===== src/rtl/hello_scroller.sv =====
// Rotating "HELLO   " source for the eight-digit display.
// Emits one 3-bit character code per digit and advances on a prescaled tick or on a manual key step.
module hello_scroller #(
   parameter int unsigned TICK_DIV = 25000000,
   parameter int unsigned CNT_W    = 25
) (
   input  logic        CLOCK_50,
   input  logic        reset,
   input  logic        run,
   input  logic        dir,
   input  logic        step,
   output logic [23:0] chars,
   output logic [2:0]  pos,
   output logic        shift
);

   localparam logic [2:0] CODE_H     = 3'b000;
   localparam logic [2:0] CODE_E     = 3'b001;
   localparam logic [2:0] CODE_O     = 3'b010;
   localparam logic [2:0] CODE_L     = 3'b011;
   localparam logic [2:0] CODE_BLANK = 3'b111;

   localparam logic [CNT_W-1:0] CNT_TERM = CNT_W'(TICK_DIV - 1);

   typedef enum logic {
      PAUSED,
      RUNNING
   } state_t;

   state_t           state;
   state_t           state_next;
   logic [CNT_W-1:0] cnt;
   logic [CNT_W-1:0] cnt_next;
   logic [2:0]       pos_next;
   logic             step_q;
   logic             step_rise;
   logic             advance;

   // Fixed message: slots 0..7 = H E L L O blank blank blank
   function automatic logic [2:0] msg_code(input logic [2:0] slot);
      logic [2:0] code;
      case (slot)
         3'd0:    code = CODE_H;
         3'd1:    code = CODE_E;
         3'd2:    code = CODE_L;
         3'd3:    code = CODE_L;
         3'd4:    code = CODE_O;
         default: code = CODE_BLANK;
      endcase
      return code;
   endfunction

   assign step_rise = step & ~step_q;

   // step_q resets high so a key held through reset never counts as a fresh press
   always_ff @(posedge CLOCK_50) begin
      if (reset) begin
         state  <= PAUSED;
         cnt    <= '0;
         pos    <= 3'd0;
         shift  <= 1'b0;
         step_q <= 1'b1;
      end else begin
         state  <= state_next;
         cnt    <= cnt_next;
         pos    <= pos_next;
         shift  <= advance;
         step_q <= step;
      end
   end

   // Any change of run restarts the prescaler from zero; leaving RUNNING never advances
   always_comb begin
      state_next = state;
      cnt_next   = cnt;
      advance    = 1'b0;
      case (state)
         PAUSED: begin
            cnt_next = '0;
            if (run) begin
               state_next = RUNNING;
            end else if (step_rise) begin
               advance = 1'b1;
            end
         end
         RUNNING: begin
            if (!run) begin
               state_next = PAUSED;
               cnt_next   = '0;
            end else if (cnt == CNT_TERM) begin
               advance  = 1'b1;
               cnt_next = '0;
            end else begin
               cnt_next = cnt + 1'b1;
            end
         end
         default: begin
            state_next = PAUSED;
            cnt_next   = '0;
         end
      endcase
   end

   always_comb begin
      pos_next = pos;
      if (advance) begin
         pos_next = dir ? (pos - 3'd1) : (pos + 3'd1);
      end
   end

   // HEXk shows slot (7-k+pos) mod 8; 3-bit arithmetic gives the wrap for free
   always_comb begin
      chars = '0;
      for (int k = 0; k < 8; k++) begin
         chars[3*k +: 3] = msg_code(3'(7 - k) + pos);
      end
   end

endmodule

===== config.mk =====
export PLATFORM = sky130hd
export DESIGN_NAME = hello_scroller
export DESIGN_NICKNAME = d
export VERILOG_FILES = /design/src/rtl/hello_scroller.sv
export SDC_FILE = /design/constraint.sdc
export NUM_CORES = 1
export LEC_CHECK = 0
export ABC_CLOCK_PERIOD_IN_PS = 1800
export BUFFER_PORTS_ARGS = -buffer_cell sky130_fd_sc_hd__buf_2
export CAP_MARGIN = 20
export CORE_ASPECT_RATIO = 1.2
export CORE_UTILIZATION = 50
export DETAILED_ROUTE_END_ITERATION = 7
export HOLD_SLACK_MARGIN = 0.12
export PLACE_DENSITY = 0.74
export RECOVER_POWER = 25
export SYNTH_ARGS = -nofsm -noshare
export SYNTH_HDL_FRONTEND = slang
export SYNTH_SLANG_ARGS = --single-unit

===== constraint.sdc =====
create_clock -name CLOCK_50 -period 1.8 [get_ports CLOCK_50]
set_input_delay 0 -clock CLOCK_50 [delete_from_list [all_inputs] [get_ports CLOCK_50]]
set_output_delay 0 -clock CLOCK_50 [all_outputs]
set_load 0.05 [all_outputs]

==> results.md <==
* Syn avg cell area at around 8.7 sq um
* GRT Resource Usage Total at between 20% and 30%
* Final setup violation count at 2
* Via count at around 1800
* Sequential share of the synthesized area at 32.8%
* CP max stage cell: or4_4
* H-tree lvl count at 2
* Clock power frac at 35.1%
* CP Buf/Inv Count at 2
* Post-synth top flop: dfxtp_1
* Yosys reg bits at 31
* Synth async-reset ratio at 0%
* CP peak stage delay at 0.50 ns
* Pint at roughly 1.1 mW
* Die area at a little over 4000 sq um
* Top cells by area, synth: dfxtp_1, ha_1, nor2_1, a21oi_1, xor2_1
* Fmax at between 500 and 600 MHz
* CP most frequent cell: ha_4
* Worst setup SP type: register
* Area leader, netlist: dfxtp_1
* Pwr dens at between 500 and 600 nW/um^2
* DP Area at roughly 2300 sq um
* Drt wl/cell at approximately 16 um
* Part of the cycle the worst path needs at 101%
* Peak supply drop at ~0.39 mV
* Hold Fails Final Rpt at 0
* Remaining Overflow, GRT at 0
* RSZ-0062 raised after global routing: yes
* Worst setup margin at -0.0243 ns
* Crit path cell chain: ha_4 > buf_6 > ha_4 > or4_4 > buf_8
* Area Overhead vs Synth at 39.9%
* Tightest Pin Transition at 0.627 ns
* Core ar. at roughly 3600 sq um
* Port Buffers at 32
* Clock period minus worst slack at ~1.8 ns
* Die W at approximately 58 um
* Compound-Gate Fraction of Synth Area at 13.0%
* Class of the worst hold path: register to register
* Final Max Tran Viols at 0
* Finished Cell Area at roughly 2600 sq um
* First-pass GRT wire length at between 7000 and 8000 um
* Site Rows at 24
* Clock latency on the worst-skew pair at 0.28 ns
* First-pass DRT Iterations at 4
* Clock skew at around 0.003 ns
* Initial antenna violation count at 0
* Post-Route Utilization at about 73%
* Die Ht at 69.4 um
* Post-DRT Antenna Nets at 0
* Status: finished, violations left
* CTS tree: built
* Pleak at just under 1 nW
* Number of synthesized flops with an enable pin at 0
* Switching Power at 409 uW
* CP required at around 1.8 ns
* Root Buffer: clkbuf_8
* Vias in the first global route at between 1500 and 2000
* Pin count of the biggest net entering global routing at 26
* Num CTS Buffers at 5
* CP endpoint kind: primary output
* Vias/cell at 5.57
* Setup CP Type: register to primary output
* Post-Syn Nets at 238
* Bufs on Longest Clock Path at 2
* Netlist cell types at 46
* Switching Fraction at approximately 28%
* N_diodes at 0
* DP Wirelength at approximately 3000 um
* DR iter-0 viols at around 140
* Layout cells sized above 1 at between 30% and 40%
* Synth Area in Simple Gates at between 20% and 30%
* Critical path arrival at between 1.5 and 2 ns
* Failing checks: setup timing
* Mapped Area at 1890 sq um
* Final Net Count at 289
* Area fraction of the dominant cell type after synthesis at about a third
* Drt drc at 0
* Sequential share of power at a little under half
* Reg-to-reg setup timing slack at 0.06 ns
* Largest delay contributor family on the critical path: simple AND/OR/NAND/NOR gates
* Adder-Cell Fraction of Synth Area at 10.6%
* Post-Synth XOR/XNOR Area at under 10%
* Largest family of logic cells by synthesized area: simple AND/OR/NAND/NOR gates
* Synth warn at 0
* CTS clk-pin slew, worst paths at 0.06 ns
* Crit path max fanout at 6
* Max Cap Viol at 0
* Clock Sinks at 31
* Num ports at 33
* Mux cell area share after synthesis at 2.12%
* Cells after Synth at about 220
* Worst slew margin at 58.4%
* Combinational share of power at ~18%
* Starting density of the core at between 50 and 60%
* GP Congestion at 0.794
* Final WL at around 5000 um
-- final cells by class --
class	count	area [sq um]
tap	52	65.1
multi-input combinational	166	1400
clock buffer	7	76.3
inverter	9	46.3
fill	252	986
clock inverter	1	5.00
sequential	31	629
timing repair buffer	55	429
-- through the flow --
stage / power [mW] / setup TNS [ns] / std cells / hold WS [ns] / worst slack [ns]
6_report: 1.47 / -0.0293 / 321 / 0.496 / -0.0243
5_1_grt: 1.53 / -0.326 / 321 / 0.525 / -0.0663
4_1_cts: 1.46 / 0 / 319 / 0.499 / 0.000426
3_5_place_dp: 0.908 / 0 / 304 / 0.201 / 0.0623
3_3_place_gp: 0.906 / 0 / 304 / 0.201 / 0.0881
2_1_floorplan: 0.866 / 0 / 217 / 0.104 / 0.00408
-- state kept, by name (all words and copies together), names as in the netlist --
register  cells
cnt          25
pos           3
shift         1
state         1
step_q        1
-- cell usage after synthesis (all sizes together), types with 3 or more instances --
master	count
xor2	9
nand3	11
o21ai	10
o31ai	5
and3	4
ha	16
dfxtp	31
nor3	5
nand4	9
xnor2	4
nor2	25
or4	8
inv	9
and4	3
nor2b	4
clkbuf	3
or3	9
a21oi	17
nand2	9
buf	8
-- worst min-delay path: cells and delay by family, from the launching register on --
family | cells | cell delay (ns)
flops | 1 | 0.32
compound gates | 2 | 0.13
-- routing by layer --
| layer | share of wire [%] | global-route usage [%] |
|---|---|---|
| met2 | 53 | 44.6 |
| met4 | 2.8 | 10.1 |
| met5 | 0 | 0 |
| met1 | 41 | 25.8 |
| met3 | 3.8 | 5.04 |
-- kinds of logic after synthesis --
group | count (synthesis)
buffers and inverters | 20
adder cells (fa/ha/maj) | 16
flip-flops | 31
multiplexers | 3
XOR/XNOR | 13
AND/OR/NAND/NOR | 95
AO/OA/AOI/OAI | 39
-- power groups by stage --
stage	Combinational (mW)	Sequential, mW	Clock, mW
6_report	0.258	0.694	0.514
3_3_place_gp	0.197	0.709	0
5_1_grt	0.270	0.694	0.561
2_1_floorplan	0.150	0.717	0
4_1_cts	0.237	0.694	0.527
3_5_place_dp	0.199	0.709	0
-- path summary, 6_finish.rpt --
check,startpoint,end,cells after the start
setup / recovery,pos[0],chars[10],5
hold / removal,cnt[24],cnt[24],2
setup reg to reg,cnt[0],cnt[14],6
hold reg to reg,cnt[24],cnt[24],2
-- placed cells by master (no fill, tap or decap), types with 2 or more instances in the layout --
master and count:
or4_4 4, nor2_2 2, inv_4 2, nor2b_1 3, a21oi_1 12, buf_6 8, o31ai_1 5, buf_4 19
or4_1 4, clkbuf_1 13, xor2_1 9, nor3_2 2, inv_1 5, ha_2 2, ha_4 9, ha_1 5
nor3_4 3, clkinvlp_4 2, buf_2 8, mux2_4 2, and3_1 3, dfxtp_4 2, dlygate4sd3_1 5, buf_8 3
o21a_1 2, o21ai_0 8, clkbuf_8 5, nand4_1 7, nand2_1 8, and4_4 2, nor2_1 23, a21oi_4 2
xnor2_1 4, nand3_1 11, a21oi_2 3, or3_1 8, dfxtp_1 28
-- repair_timing --
item                                    4_1_cts  5_1_grt
hold buffers                                  5        0
gates resized for setup                      41       23
buffers inserted                              2        2
endpoints found under the setup margin       14       15
endpoints found under the hold margin         4        0
pin swaps                                     3        4
(Power assumes the default switching activity.)
